[config.mk]
export PLATFORM = sky130hd
export DESIGN_NAME = t05_translation_ctrl
export DESIGN_NICKNAME = d
export VERILOG_FILES = /design/src/rtl/t05_translation_ctrl.sv
export SDC_FILE = /design/constraint.sdc
export NUM_CORES = 1
export LEC_CHECK = 0
export BUFFER_PORTS_ARGS = -buffer_cell sky130_fd_sc_hd__buf_2
export CORE_MARGIN = 2
export CORE_UTILIZATION = 46
export DETAILED_ROUTE_END_ITERATION = 10
export PLACE_DENSITY = 0.83
export REMOVE_ABC_BUFFERS = 1
export SYNTH_ARGS = -nofsm -noshare
export SYNTH_HDL_FRONTEND = slang
export SYNTH_SLANG_ARGS = --single-unit
[constraint.sdc]
create_clock -name clk -period 3.3 [get_ports clk]
set_input_delay 0.825 -clock clk [delete_from_list [all_inputs] [get_ports clk]]
set_output_delay 0.825 -clock clk [all_outputs]
set_load 0.01 [all_outputs]
[src/rtl/t05_translation_ctrl.sv]
// rtl/t05_translation_ctrl.sv - Huffman translation stage sequencer
module t05_translation_ctrl #(
  parameter int ADDR_W = 32,
  parameter int PATH_W = 128,
  parameter int LEN_W  = 8
) (
  input  logic              clk,
  input  logic              rst,
  input  logic              start,
  input  logic [ADDR_W-1:0] totChar,
  input  logic [ADDR_W-1:0] base_addr,
  output logic              char_req,
  output logic [ADDR_W-1:0] char_addr,
  input  logic              char_valid,
  input  logic [7:0]        char_data,
  output logic              code_req,
  output logic [7:0]        code_char,
  input  logic              code_valid,
  input  logic [PATH_W-1:0] code_path,
  input  logic [LEN_W-1:0]  code_len,
  output logic [7:0]        charIn,
  output logic [PATH_W-1:0] path,
  output logic [LEN_W-1:0]  path_len,
  output logic              trn_go,
  input  logic              trn_done,
  output logic              busy,
  output logic              done,
  output logic              error,
  output logic [ADDR_W-1:0] charCount
);

  typedef enum logic [2:0] {
    S_IDLE,
    S_RD_CHAR,
    S_RD_CODE,
    S_ISSUE,
    S_WAIT_TRN,
    S_DONE,
    S_ERR
  } state_t;

  localparam logic [31:0] MAX_LEN = 32'(PATH_W);

  state_t            state;
  state_t            state_nxt;
  logic [ADDR_W-1:0] tot_q;
  logic [ADDR_W-1:0] base_q;
  logic [ADDR_W-1:0] index_q;
  logic [ADDR_W-1:0] index_inc;
  logic              len_bad;

  assign index_inc = index_q + ADDR_W'(1);
  // Zero-length codes and codes longer than the path bus cannot be translated.
  assign len_bad   = (code_len == '0) || (32'(code_len) > MAX_LEN);
  // Address wraps modulo 2^ADDR_W; base and index are both cleared by reset.
  assign char_addr = base_q + index_q;

  // State register.
  always_ff @(posedge clk) begin
    if (rst) begin
      state <= S_IDLE;
    end else begin
      state <= state_nxt;
    end
  end

  // Next-state selection and per-state handshake outputs.
  always_comb begin
    state_nxt = state;
    char_req  = 1'b0;
    code_req  = 1'b0;
    trn_go    = 1'b0;
    busy      = 1'b0;
    done      = 1'b0;
    case (state)
      S_IDLE: begin
        if (start) begin
          state_nxt = (totChar == '0) ? S_DONE : S_RD_CHAR;
        end
      end
      S_RD_CHAR: begin
        char_req = 1'b1;
        busy     = 1'b1;
        if (char_valid) begin
          state_nxt = S_RD_CODE;
        end
      end
      S_RD_CODE: begin
        code_req = 1'b1;
        busy     = 1'b1;
        if (code_valid) begin
          state_nxt = len_bad ? S_ERR : S_ISSUE;
        end
      end
      S_ISSUE: begin
        trn_go    = 1'b1;
        busy      = 1'b1;
        state_nxt = S_WAIT_TRN;
      end
      S_WAIT_TRN: begin
        busy = 1'b1;
        if (trn_done) begin
          state_nxt = (index_inc == tot_q) ? S_DONE : S_RD_CHAR;
        end
      end
      S_DONE: begin
        done      = 1'b1;
        state_nxt = S_IDLE;
      end
      S_ERR: begin
        state_nxt = S_IDLE;
      end
      default: begin
        state_nxt = S_IDLE;
      end
    endcase
  end

  // Pass parameters, lookup results, counters and the sticky error flag.
  always_ff @(posedge clk) begin
    if (rst) begin
      tot_q     <= '0;
      base_q    <= '0;
      index_q   <= '0;
      charCount <= '0;
      error     <= 1'b0;
      code_char <= '0;
      charIn    <= '0;
      path      <= '0;
      path_len  <= '0;
    end else begin
      case (state)
        S_IDLE: begin
          if (start) begin
            tot_q     <= totChar;
            base_q    <= base_addr;
            index_q   <= '0;
            charCount <= '0;
            error     <= 1'b0;
          end
        end
        S_RD_CHAR: begin
          if (char_valid) begin
            code_char <= char_data;
          end
        end
        S_RD_CODE: begin
          if (code_valid) begin
            if (len_bad) begin
              error <= 1'b1;
            end else begin
              // Translation inputs only change when a new character is issued.
              charIn   <= code_char;
              path     <= code_path;
              path_len <= code_len;
            end
          end
        end
        S_WAIT_TRN: begin
          if (trn_done) begin
            index_q   <= index_inc;
            charCount <= charCount + ADDR_W'(1);
          end
        end
        default: begin
        end
      endcase
    end
  end

endmodule

# [Yosys cells after proc, flatten, opt, wreduce, memory -nomap -nowiden]
# Index checks and enable logic that the tools add are counted.
# W data, S select, Z words.
[word_totals] register_bits=284 inputBits=214 output_inout_bits=222 elab_cells=61
[classes] n_addsub=3 order_cmp=1 n_eq_ne=11 n_mux=22 n_bitwise=1 n_reduce_logical=13
[ops] cell="$pmux W32 S2" n=2
[ops] cell="$mux W32" n=3
[ops] cell="$add A32 B1 Y32 const B" n=2
[ops] cell="$add A32 B32 Y32" n=1
[ops] cell="$eq A32 B32 Y1" n=1
[ops] cell="$logic_not A32 Y1" n=1
[ops] cell="$mux W3" n=7
[ops] cell="$pmux W3 S5" n=1
[ops] cell="$ne A2 B2 Y1 const B" n=5
[ops] cell="$gt A8 B8 Y1 const B" n=1
[ops] cell="$logic_not A8 Y1" n=1
[ops] cell="$mux W1" n=8
[ops] cell="$reduce_and A4 Y1" n=2
[ops] cell="$eq A3 B2 Y1 const B" n=2
[ops] cell="$eq A3 B3 Y1 const B" n=2
[ops] cell="$reduce_and A3 Y1" n=2
[ops] cell="$reduce_and A2 Y1" n=2
[ops] cell="$reduce_bool A2 Y1" n=2
[ops] cell="$reduce_or A4 Y1" n=1
[ops] cell="$eq A3 B1 Y1 const B" n=1
[ops] cell="$logic_not A3 Y1" n=1
[ops] cell="$pmux W1 S2" n=1
[ops] cell="$logic_or A1 B1 Y1" n=1
[ops] cell="$not A1 Y1" n=1

# [Depth between registers and ports, before layout]
# Gate-level depths: netlist (run 1).
[logic_depth] ltp_word=5 mapped_depth=11 ltp_nobuf=11

# [Worst setup path after synthesis (run 1)]
# No wires, ideal clock.
[synth_path] path_kind="reg2out" from="reg index_q[12]" to="out char_addr[31]" arrival_time_ps=2717 required_time_ps=2475 setup_slack_ps=-242 stages_incl_launch_ff=10 path_buffers=0 path_cell_list="dfxtp_1 > ha_1 > a21oi_1 > o211ai_1 > a211oi_1 > a21oi_1 > o41ai_2 > o21ai_0 > mux2i_1 > a2111oi_0"
[synth_via] elab_chain_cells=1
[synth_rtl] item="start: declaration" line_no="48" text="logic [ADDR_W-1:0] index_q;"
[synth_rtl] item="start signal: assignment" line_no="161" text="index_q <= index_inc;"
[synth_rtl] item="$add A32 B32 Y32" line_no="56" text="assign char_addr = base_q + index_q;"
[synth_rtl] item="end: declaration" line_no="13" text="output logic [ADDR_W-1:0] char_addr,"
# No other way between the ends.

# [Worst setup path after layout (run 1)]
[layout_path] from="reg index_q[0]" to="out char_addr[30]"
# The elaborated chain is that of the path after synthesis.

==> results of run 1 <==
[cell families (layout without fill, tap and decap cells)]
group                      Yosys count  in the layout
DFF                                284            284
muxes                               12             12
xor gates and xnor gates            99             99
other                                0              5
AOI/OAI and AO/OA                  398            398
buffers and inverters              120            628
and+or+nand+nor                    765            765
adders and majority gates           34             34
[report_power, final]
part | switching (uW) | internal [uW] | leakage [uW]
combinational | 521 | 366 | 0.00507
sequential | 79.4 | 3520 | 0.00231
clock | 1410 | 2170 | 0.000515
total | 2010 | 6050 | 0.00790
[path summary, 6_finish.rpt]
path	end	slack [ns]
worst max register to register	state[2]	0.26
worst min register to register	path[53]	0.45
worst max-delay path	char_addr[30]	-0.84
worst min-delay path	path[53]	0.45
[cell usage in the layout (no fill, tap or decap), types with 7 or more instances in the layout]
cell and count:
sky130_fd_sc_hd__dfxtp_1 263, sky130_fd_sc_hd__dfxtp_2 21, sky130_fd_sc_hd__and3_1 17, sky130_fd_sc_hd__xor2_1 46, sky130_fd_sc_hd__nor4_1 11, sky130_fd_sc_hd__clkbuf_1 7, sky130_fd_sc_hd__nor2_1 92, sky130_fd_sc_hd__nor2b_1 8
sky130_fd_sc_hd__nand4_1 20, sky130_fd_sc_hd__nor3_1 16, sky130_fd_sc_hd__buf_6 14, sky130_fd_sc_hd__inv_1 15, sky130_fd_sc_hd__nand2_1 484, sky130_fd_sc_hd__buf_2 434, sky130_fd_sc_hd__clkbuf_16 31, sky130_fd_sc_hd__and2_1 7
sky130_fd_sc_hd__buf_12 7, sky130_fd_sc_hd__mux2i_1 12, sky130_fd_sc_hd__buf_4 101, sky130_fd_sc_hd__or3_1 14, sky130_fd_sc_hd__xnor2_1 50, sky130_fd_sc_hd__ha_4 18, sky130_fd_sc_hd__clkbuf_8 7, sky130_fd_sc_hd__a21o_1 12
sky130_fd_sc_hd__o21ai_0 44, sky130_fd_sc_hd__a21oi_1 258, sky130_fd_sc_hd__o21ai_2 7, sky130_fd_sc_hd__a21oi_2 12, sky130_fd_sc_hd__nand3_1 31, sky130_fd_sc_hd__ha_1 15
[stage by stage]
step	utilization (%)	total power, uW
final	63.9	8070
after detailed placement	57.3	4480
after CTS	63.4	8080
after global routing	63.8	8330
after floorplan	-	4040
after global placement	57.3	4460
[state kept, by name, indices dropped and copies added, names as in the netlist]
name       count
path         128
base_q        32
charCount     32
index_q       32
tot_q         32
charIn         8
code_char      8
path_len       8
state          3
error          1
[final cells by class]
| type | instances | area [um2] | area share [%] |
|---|---|---|---|
| multi-input cells | 1308 | 7680 | 42.1 |
| flip-flops and latches | 284 | 5710 | 31.3 |
| repair buffers | 557 | 3240 | 17.8 |
| clock buffers | 44 | 885 | 4.85 |
| well taps | 384 | 480 | 2.64 |
| clock inverters | 11 | 165 | 0.906 |
| inverters | 16 | 60.1 | 0.329 |
| diodes | 5 | 12.5 | 0.0686 |
[cells in the mapped netlist (all sizes together), types with 3 or more instances]
cell / number
a2111oi: 4
o21bai: 4
or2: 6
dfxtp: 284
nor2: 98
nor2b: 9
o22ai: 4
nand3b: 5
xnor2: 53
a31oi: 8
ha: 33
nand2: 489
a22oi: 4
and2: 9
a21o: 12
o211ai: 6
nand3: 35
xor2: 46
a311oi: 4
nor4: 15
nand4: 22
and4: 3
nand2b: 5
inv: 16
o21ai: 51
and3: 19
a211oi: 6
buf: 35
a21oi: 275
nor3: 23
or3: 15
nor3b: 4
clkbuf: 69
mux2i: 12
or4: 3
[routing by layer]
metal	vias to the layer above	track usage, %	wire length [um]
met5	-	0	106
met4	16	17.8	3320
met1	6684	34.4	17700
li1	6780	-	-
met3	209	7.30	4050
met2	715	52.1	23100
[tightest hold or removal path: cells and delay by family (launching register included)]
| family | cells | cell delay [ns] |
|---|---|---|
| flops | 1 | 0.30 |
| simple gates | 1 | 0.05 |
| compound gates | 1 | 0.05 |
[what timing repair did]
action	CTS	global route
resized for setup	117	26
setup endpoints to repair	23	24
setup buffers	20	8
pin swaps	55	25
==> run metrics, run 1 <==
complex-gate fraction of the synthesized area=between 10% and 20%; CP Launch Type=flip-flop; global-route congestion overflow total=0; cell mode on critical path=sky130_fd_sc_hd__nor4_2; largest area contributor in the synthesized netlist=sky130_fd_sc_hd__dfxtp_1; final period demand of the worst path=around 4.1 ns; number of synthesized flops with an enable pin=0; unrepaired setup endpoints after global routing=yes; H-tree level count=1; global-route wire length before repair=~74 mm; Final setup violation count=23; fraction of final layout cells sized beyond drive strength 1=between 30% and 40%; result of the run=finished with violations; worst path buffer plus inverter count=3; RePlAce Congestion=~0.94; die extent in x=about 170 um; combinational family with the most area after synthesis=simple AND/OR/NAND/NOR gates; root cell of the clock tree=sky130_fd_sc_hd__clkbuf_16; TritonCTS sink count=284; Final Max Slew Viols=0; total length of routed wires=48.2 mm; count of maximum capacitance violations=0; fraction of the mapped netlist area in adder cells=under 10%; Yosys warning total=0; share of flip-flops with an asynchronous set or reset=0%; worst flop-to-flop path startpoint=index_q[1]; cell-by-cell listing of the critical path=ha_4, inv_2, fa_2, nor2b_2, o211ai_1, and2_4, o211a_1, nor4_2, buf_4, o32a_1, nor4_2, a211o_1, buf_2; peak supply drop=around 0.47 mV; number of clock buffers inserted by TritonCTS=30; worst setup margin=-0.844 ns; worst hold-check path type=flip-flop to flip-flop; worst-case reg-to-reg path depth=11; portion of netlist area occupied by mux cells=less than 1%; placement-stage cell area=16300 um2; maximum number of pins on one net before global-route repair=~100; largest fanout on the critical path=3; area inside the core boundary=approximately 29000 um2; count of pins on the block boundary=roughly 440; xor and xnor area share after synthesis=~6.5%; worst-skew pair later-pin latency=roughly 0.55 ns; Die ar.=between 30000 and 40000 um2; placement row count=62; remaining antenna violation count after routing=0; power density of the placed cells=about 440 nW/um2; layout filler cell count=2379; endpoint required time on the critical path=2.47 ns; signed area change from the synthesized netlist to the final layout=37.6%; fin area=~18000 um2; NumNets Final=2445; CTS clock-pin slew for the worst setup and hold paths=around 0.06 ns; failing checks=negative setup slack; period utilisation layout=126%; share of the synthesized area in the top cell type=between 40% and 50%; Worst Min Path Start=path[53]; CP peak stage delay=around 0.37 ns; Post-Synthesis Cell Area=13300 um2; final-layout worst hold slack=around 0.45 ns; static leakage=just under 0.008 uW; summed negative setup slack over all endpoints=-8.34 ns; IO buf count=around 440; cell count of the worst hold path=2; First DRT Iteration DRCs=roughly 960; depth of the critical timing path with buffers and inverters included=13; post-route DRC violation count=0; achievable frequency=241 MHz; Initial Utilization=between 40% and 50%; data arrival time of the worst path=~3.3 ns; average detailed-routed wire length per instance=between 15 and 20 um; Top FF cell, synth=sky130_fd_sc_hd__dfxtp_1; post-placement setup slack=-0.429 ns; Hold Violations, Final=0; sequential share of the synthesized area=a little over two fifths; Worst path top cell family by delay=compound AO/OA/AOI/OAI gates; Avg Inst Size Synth=roughly 7.7 um2; endpoint kind of the worst setup timing path=output port; Post-CTS Hold Buffers=0; Fin Clk Skew=~0.012 ns; critical path's slowest cell=sky130_fd_sc_hd__fa_2; number of vias per cell=about 5.5; Least-Margin Pin Slew=~1.1 ns; routed vias=about 14000; flip-flop and latch count after synthesis=284; TritonRoute pass-1 iters=5; category of the most critical setup path=flip-flop to output port; number of cells in the finished layout apart from fillers=between 2000 and 3000; biggest area contributors in the synthesized netlist=sky130_fd_sc_hd__dfxtp_1 43%, sky130_fd_sc_hd__nand2_1 14%, sky130_fd_sc_hd__a21oi_1 10%, sky130_fd_sc_hd__xnor2_1 3.5%, sky130_fd_sc_hd__ha_1 3.1%; via count of the first global-routing pass=14100; instance count after placement with tap cells included=2529; Final HPWL DP=between 30 and 40 mm; CTS tree=built; max_slew headroom=about a quarter; die boundary height=about 170 um; global-route usage over all layers=between 30% and 40%; post-synthesis share of cell area spent on and, or, nand and nor gates=25.7%; number of standard cells after synthesis=~1700; clock buffer depth=3; launching element of the worst setup path=index_q[0]; number of antenna violations at the first check in global routing=12; synth unique cells=75
Note: power is estimated with default switching activity, not from simulation.
==> inputs of run 2 (changes only) <==
--- a/config.mk
+++ b/config.mk
@@ -10,7 +10,6 @@
 export CORE_UTILIZATION = 46
 export DETAILED_ROUTE_END_ITERATION = 10
 export PLACE_DENSITY = 0.83
-export REMOVE_ABC_BUFFERS = 1
 export SYNTH_ARGS = -nofsm -noshare
 export SYNTH_HDL_FRONTEND = slang
 export SYNTH_SLANG_ARGS = --single-unit
==> run metrics, run 2 (synthesized netlist as in run 1, its figures left out) <==
result of the run=finished with violations (unchanged); failing checks=negative setup slack (unchanged); CTS clock-pin slew for the worst setup and hold paths=0.06 ns (about the same); switching share of power=25.3% (was 25.0%); most used cells in the layout excluding fill and tap cells=483 x sky130_fd_sc_hd__nand2_1, 434 x sky130_fd_sc_hd__buf_2, 265 x sky130_fd_sc_hd__dfxtp_1 (was 484 x sky130_fd_sc_hd__nand2_1, 434 x sky130_fd_sc_hd__buf_2, 263 x sky130_fd_sc_hd__dfxtp_1); total length of routed wires=45.1 mm (was 48.2 mm); Worst Min Path Start=path[14] (was path[53]); average detailed-routed wire length per instance=17.3 um (was 18.5 um); die boundary height=174 um (unchanged); routed vias=14200 (was 14400); H-tree level count=1 (unchanged); worst-case reg-to-reg path depth=10 (was 11); flip-flop count of the largest register, all copies and words added=128 (unchanged); First DRT Iteration DRCs=1200 (was 956); fin area=18200 um2 (about the same); relative contribution of sequential cells to total power=44.8% (was 44.6%); instance count after placement with tap cells included=2535 (was 2529); clock buffer depth=3 (unchanged); unrepaired setup endpoints after global routing=yes (unchanged); worst hold-check path type=flip-flop to flip-flop (unchanged); endpoint required time on the critical path=2.47 ns (about the same); TritonRoute pass-1 iters=7 (was 5); Final Max Slew Viols=0 (unchanged); area inside the core boundary=28500 um2 (unchanged); remaining antenna violation count after routing=0 (unchanged); endpoint of the worst hold path=path[14] (was path[53]); destination of the worst register-to-register timing path=state[2] (unchanged); global-route congestion overflow total=0 (unchanged); commonest non-fill, non-tap cell in the layout=sky130_fd_sc_hd__nand2_1 (unchanged); NumNets Final=2441 (was 2445); static leakage=0.00790 uW (about the same); die extent in x=174 um (unchanged); TritonCTS sink count=284 (unchanged); count of maximum capacitance violations=0 (unchanged); maximum number of pins on one net before global-route repair=254 (was 99); Initial Utilization=46.4% (unchanged); layout filler cell count=2390 (was 2379); RePlAce Congestion=0.929 (was 0.936); reg-to-reg setup timing slack=0.30 ns (was 0.26 ns); fraction of final layout cells sized beyond drive strength 1=32.9% (was 33.0%); via count of the first global-routing pass=13300 (was 14100); cell-by-cell listing of the critical path=ha_4, inv_2, fa_2, nor2b_4, o211ai_1, and2_4, o211a_4, nor4_4, o32a_1, nor4_1, a211o_1, buf_2 (was ha_4, inv_2, fa_2, nor2b_2, o211ai_1, and2_4, o211a_1, nor4_2, buf_4, o32a_1, nor4_2, a211o_1, buf_2); period utilisation layout=120% (was 126%); Final setup violation count=22 (was 23); root cell of the clock tree=sky130_fd_sc_hd__clkbuf_16 (unchanged); final period demand of the worst path=3.95 ns (was 4.14 ns); Fin Clk Skew=0.00808 ns (was 0.0124 ns); number of clock buffers inserted by TritonCTS=30 (unchanged); Die ar.=30200 um2 (unchanged); data arrival time of the worst path=3.12 ns (was 3.32 ns); global-route usage over all layers=28.0% (was 30.4%); endpoint kind of the worst setup timing path=output port (unchanged); Switching Power=2030 uW (was 2010 uW); largest fanout on the critical path=3 (unchanged); Final Util=63.7% (was 63.9%); number of vias per cell=5.46 (was 5.52); placement-stage cell area=16400 um2 (was 16300 um2); signed area change from the synthesized netlist to the final layout=37.2% (was 37.6%); footprint of the multi-input gates=7630 um2 (was 7680 um2); cell count of the worst hold path=2 (unchanged); Hold Violations, Final=0 (unchanged); Biggest register=path (unchanged); category of the most critical setup path=flip-flop to output port (unchanged); number of cells in the finished layout apart from fillers=2602 (was 2609); max_slew headroom=9.09% (was 26.2%); clock network power share=44.4% (about the same); global-route wire length before repair=69.0 mm (was 74.3 mm); CTS tree=built (unchanged); total nets after synthesis=1960; number of antenna violations at the first check in global routing=4 (was 12); achievable frequency=253 MHz (was 241 MHz); Logic pwr share=10.8% (was 11.0%); post-route DRC violation count=0 (unchanged); Least-Margin Pin Slew=1.36 ns (was 1.11 ns); CP peak stage delay=0.41 ns (was 0.37 ns); power density of the placed cells=442 nW/um2 (about the same); Post-CTS Hold Buffers=0 (unchanged); IO buf count=435 (unchanged); Final HPWL DP=32.4 mm (was 33.8 mm); worst flop-to-flop path startpoint=index_q[0] (was index_q[1]); CP Launch Type=flip-flop (unchanged); peak supply drop=0.414 mV (was 0.473 mV); critical path's slowest cell=sky130_fd_sc_hd__fa_2 (unchanged); count of pins on the block boundary=436 (unchanged); worst-skew pair later-pin latency=0.55 ns (about the same); cell-internal power=6000 uW (was 6050 uW); sequential cell area=5710 um2 (about the same); worst setup margin=-0.648 ns (was -0.844 ns); placement row count=62 (unchanged)
==> run 2: per-stage QoR <==
step	setup slack [ns]	power, uW	setup TNS [ns]	hold WS, ns
3_5_place_dp	-0.399	4490	-1.70	0.443
4_1_cts	-0.611	8040	-7.80	0.451
3_3_place_gp	-0.339	4460	-1.28	0.438
5_1_grt	-0.792	8290	-10.26	0.472
2_1_floorplan	-0.0180	4100	-0.0180	0.441
6_report	-0.648	8030	-7.26	0.450
==> run 2: power groups by stage <==
stage / logic (uW) / registers, uW / clock network (uW)
after floorplan: 450 / 3650 / 0
after global placement: 808 / 3660 / 0
after detailed placement: 824 / 3660 / 0
after CTS: 840 / 3590 / 3610
after global routing: 947 / 3600 / 3740
final: 869 / 3600 / 3570
==> run 2: layout make-up <==
| type | count | share of cell area (%) |
|---|---|---|
| Multi-Input combinational cell | 1308 | 42.0 |
| Sequential cell | 284 | 31.4 |
| Timing Repair Buffer | 553 | 17.8 |
| Clock buffer | 36 | 4.59 |
| Tap cell | 384 | 2.64 |
| Clock inverter | 20 | 1.23 |
| Inverter | 16 | 0.330 |
| Antenna cell | 1 | 0.0138 |
==> run 2: critical path: cells and delay by family (launching register included) <==
kind            cells  cell delay, ns
simple gates        4            0.59
flops               1            0.35
fa+ha+maj           2            0.56
compound gates      4            0.88
buf+inv             2            0.18
==> run 2: worst max-delay path by stage <==
stage                startpoint             to  slack (ns)
global placement      base_q[0]  char_addr[30]       -0.34
detailed placement    base_q[0]  char_addr[30]       -0.40
CTS                   base_q[1]  char_addr[31]       -0.61
floorplan           index_q[12]  char_addr[31]       -0.02
global route         index_q[0]  char_addr[28]       -0.79
finish               index_q[0]  char_addr[30]       -0.65
==> run 2: routing by layer <==
layer	track usage [%]	up-vias	part of all wire, %
met5	0	-	0.064
met1	33.8	6616	38
met4	12.1	4	4.7
met3	6.25	143	9.1
li1	-	6758	-
met2	47.7	673	48
==> run 2: timing repair <==
item                       in CTS  in global routing
setup endpoints to repair      24                 26
buffers inserted                9                  5
resized for setup              60                 75
hold endpoints to repair        0                  0
pin swaps                      33                 36
cloned                          0                  0
==> inputs of run 3 (changes only) <==
--- a/config.mk
+++ b/config.mk
@@ -5,11 +5,12 @@
 export SDC_FILE = /design/constraint.sdc
 export NUM_CORES = 1
 export LEC_CHECK = 0
+export ABC_AREA = 1
 export BUFFER_PORTS_ARGS = -buffer_cell sky130_fd_sc_hd__buf_2
 export CORE_MARGIN = 2
 export CORE_UTILIZATION = 46
 export DETAILED_ROUTE_END_ITERATION = 10
-export PLACE_DENSITY = 0.83
+export PLACE_DENSITY = 0.82
 export SYNTH_ARGS = -nofsm -noshare
 export SYNTH_HDL_FRONTEND = slang
 export SYNTH_SLANG_ARGS = --single-unit
==> run metrics, run 3 <==
result of the run=finished with violations (unchanged); failing checks=negative setup slack (unchanged); global-route wire length before repair=74.0 mm (was 69.0 mm); final-layout worst hold slack=0.471 ns (was 0.450 ns); Final Max Slew Viols=0 (unchanged); TritonRoute pass-1 iters=6 (was 7); die boundary height=175 um (was 174 um); instance count after placement with tap cells included=2727 (was 2535); synth unique cells=48 (was 75); Final setup violation count=13 (was 22); remaining antenna violation count after routing=0 (unchanged); Hold Violations, Final=0 (unchanged); Post-Synthesis Cell Area=13500 um2 (was 13300 um2); TritonCTS sink count=284 (unchanged); number of synthesized flops with an enable pin=0 (unchanged); maximum number of pins on one net before global-route repair=145 (was 254); total nets after synthesis=2202 (was 1960); flip-flop count of the largest register, all copies and words added=128 (unchanged); fraction of the mapped netlist area in adder cells=3.20% (was 3.27%); NumNets Final=2654 (was 2441); reg-to-reg setup timing slack=0.48 ns (was 0.30 ns); number of vias per cell=5.33 (was 5.46); fraction of final layout cells sized beyond drive strength 1=29.4% (was 32.9%); largest area contributor in the synthesized netlist=sky130_fd_sc_hd__dfxtp_1 (unchanged); max_slew headroom=38.8% (was 9.09%); CTS tree=built (unchanged); number of cells in the finished layout apart from fillers=2822 (was 2602); CP Launch Type=flip-flop (unchanged); CTS clock-pin slew for the worst setup and hold paths=0.06 ns (about the same); Least-Margin Pin Slew=0.918 ns (was 1.36 ns); complex-gate fraction of the synthesized area=15.3% (was 16.8%); share of the synthesized area in the top cell type=42.1% (was 42.9%); IO buf count=435 (unchanged); achievable frequency=283 MHz (was 253 MHz); peak supply drop=0.495 mV (was 0.414 mV); worst setup margin=-0.228 ns (was -0.648 ns); Top FF cell, synth=sky130_fd_sc_hd__dfxtp_1 (unchanged); Avg Inst Size Synth=6.92 um2 (was 7.74 um2); via count of the first global-routing pass=14300 (was 13300); flip-flop and latch count after synthesis=284 (unchanged); most used cells in the layout excluding fill and tap cells=435 x sky130_fd_sc_hd__buf_2, 411 x sky130_fd_sc_hd__nor2_1, 327 x sky130_fd_sc_hd__nand2_1 (was 483 x sky130_fd_sc_hd__nand2_1, 434 x sky130_fd_sc_hd__buf_2, 265 x sky130_fd_sc_hd__dfxtp_1); Final HPWL DP=35.0 mm (was 32.4 mm); xor and xnor area share after synthesis=3.19% (was 6.54%); Biggest register=path (unchanged); worst-skew pair later-pin latency=0.56 ns (was 0.55 ns); period utilisation layout=107% (was 120%); unrepaired setup endpoints after global routing=yes (unchanged); Die ar.=30800 um2 (was 30200 um2); H-tree level count=1 (unchanged); Initial Utilization=47.0% (was 46.4%); routed vias=15000 (was 14200); placement row count=62 (unchanged); combinational family with the most area after synthesis=simple AND/OR/NAND/NOR gates (unchanged); count of pins on the block boundary=436 (unchanged); endpoint kind of the worst setup timing path=output port (unchanged); portion of netlist area occupied by mux cells=0% (was 0.906%); First DRT Iteration DRCs=1164 (was 1200); commonest non-fill, non-tap cell in the layout=sky130_fd_sc_hd__buf_2 (was sky130_fd_sc_hd__nand2_1); global-route usage over all layers=29.8% (was 28.0%); static leakage=0.00866 uW (was 0.00790 uW); post-synthesis share of cell area spent on and, or, nand and nor gates=30.0% (was 25.7%); most common library cells after synthesis=416 x sky130_fd_sc_hd__nor2_1, 348 x sky130_fd_sc_hd__nand2_1, 284 x sky130_fd_sc_hd__dfxtp_1, 203 x sky130_fd_sc_hd__o21ai_0, 160 x sky130_fd_sc_hd__a21oi_1 (was 489 x sky130_fd_sc_hd__nand2_1, 284 x sky130_fd_sc_hd__dfxtp_1, 275 x sky130_fd_sc_hd__a21oi_1, 96 x sky130_fd_sc_hd__nor2_1, 69 x sky130_fd_sc_hd__clkbuf_1); biggest area contributors in the synthesized netlist=sky130_fd_sc_hd__dfxtp_1 42%, sky130_fd_sc_hd__nor2_1 12%, sky130_fd_sc_hd__nand2_1 9.7%, sky130_fd_sc_hd__o21ai_0 7.5%, sky130_fd_sc_hd__a21oi_1 5.9% (was sky130_fd_sc_hd__dfxtp_1 43%, sky130_fd_sc_hd__nand2_1 14%, sky130_fd_sc_hd__a21oi_1 10%, sky130_fd_sc_hd__xnor2_1 3.5%, sky130_fd_sc_hd__ha_1 3.1%); Fin Clk Skew=0.0107 ns (was 0.00808 ns); share of flip-flops with an asynchronous set or reset=0% (unchanged); final period demand of the worst path=3.53 ns (was 3.95 ns); clock buffer depth=3 (unchanged); count of maximum capacitance violations=0 (unchanged); number of antenna violations at the first check in global routing=12 (was 4); area inside the core boundary=28800 um2 (was 28500 um2); worst hold-check path type=flip-flop to flip-flop (unchanged); signed area change from the synthesized netlist to the final layout=34.9% (was 37.2%); post-route DRC violation count=0 (unchanged); total length of routed wires=48.5 mm (was 45.1 mm); data arrival time of the worst path=2.70 ns (was 3.12 ns); Total Power Consumption=10000 uW (was 8030 uW); die extent in x=175 um (was 174 um); root cell of the clock tree=sky130_fd_sc_hd__clkbuf_16 (unchanged); largest fanout on the critical path=3 (unchanged); Yosys warning total=0 (unchanged); endpoint required time on the critical path=2.47 ns (about the same); Post-CTS Hold Buffers=0 (unchanged); sequential share of the synthesized area=42.1% (was 42.9%); number of standard cells after synthesis=1954 (was 1712); power density of the placed cells=549 nW/um2 (was 442 nW/um2); count leader, synth=sky130_fd_sc_hd__nor2_1 (was sky130_fd_sc_hd__nand2_1); post-placement setup slack=0.0230 ns (was -0.399 ns); average detailed-routed wire length per instance=17.2 um (was 17.3 um); number of clock buffers inserted by TritonCTS=31 (was 30); category of the most critical setup path=flip-flop to output port (unchanged); global-route congestion overflow total=0 (unchanged); layout filler cell count=2493 (was 2390); RePlAce Congestion=0.934 (was 0.929)
## run 3: final timing paths
| path | endpoint | cells past startpoint | start |
|---|---|---|---|
| setup / recovery | char_addr[24] | 14 | base_q[0] |
| hold / removal | path_len[7] | 2 | path_len[7] |
| setup reg to reg | state[2] | 18 | index_q[0] |
| hold reg to reg | path_len[7] | 2 | path_len[7] |
## run 3: final cells by class
cell class / count / area [um2] / share of cell area [%]
multi-input combinational: 1449 / 7660 / 42.0
sequential: 284 / 5730 / 31.5
timing repair buffer: 505 / 2770 / 15.2
clock buffer: 42 / 897 / 4.92
inverter: 135 / 512 / 2.81
tap: 384 / 480 / 2.64
clock inverter: 14 / 154 / 0.844
antenna: 9 / 22.5 / 0.124
## run 3: timing repair
item | CTS | global route
pin swaps | 38 | 39
gates resized for setup | 94 | 67
setup buffers | 16 | 19
setup endpoints to repair | 21 | 21
## run 3: critical path: stages, from the launching register on
cell and delay [ns]:
sky130_fd_sc_hd__dfxtp_2 0.35, sky130_fd_sc_hd__ha_4 0.14, sky130_fd_sc_hd__inv_2 0.04, sky130_fd_sc_hd__fa_2 0.34, sky130_fd_sc_hd__o21ai_2 0.16, sky130_fd_sc_hd__nand2_1 0.08
sky130_fd_sc_hd__nand3_2 0.11, sky130_fd_sc_hd__nand2_2 0.06, sky130_fd_sc_hd__nand2_2 0.08, sky130_fd_sc_hd__a21boi_2 0.08, sky130_fd_sc_hd__o21ai_2 0.17, sky130_fd_sc_hd__nand2_2 0.09
sky130_fd_sc_hd__o21ai_2 0.13, sky130_fd_sc_hd__xor2_1 0.16, sky130_fd_sc_hd__buf_2 0.16
## run 3: routing by layer
metal  global-route usage [%]  share of wire, %
met1                     34.5                38
met2                     49.1                46
met3                     7.19               8.3
met4                     19.7               7.7
met5                        0             0.047
## run 3: cell families (layout without fill, tap and decap cells)
logic type                 count (synthesis)  in the layout
buffers and inverters                    221            696
and+or+nand+nor                          971            971
adders and majority gates                 34             34
DFF                                      284            284
other                                      0              9
xor gates and xnor gates                  46             46
AOI/OAI and AO/OA                        398            398
## run 3: metrics by stage
stage / cell area (um2) / utilization (%) / setup TNS (ns)
global route: 18200 / 63.3 / -3.47
CTS: 17800 / 61.8 / -1.64
floorplan: 13500 / - / 0
detailed placement: 16200 / 56.3 / 0
global placement: 16200 / 56.3 / 0
finish: 18200 / 63.4 / -1.56
## run 3: power breakdown
part | switching (uW) | internal (uW) | total (uW) | leakage (uW)
combinational | 1570 | 862 | 2440 | 0.00582
clock | 1420 | 2120 | 3540 | 0.000522
sequential | 231 | 3810 | 4040 | 0.00232
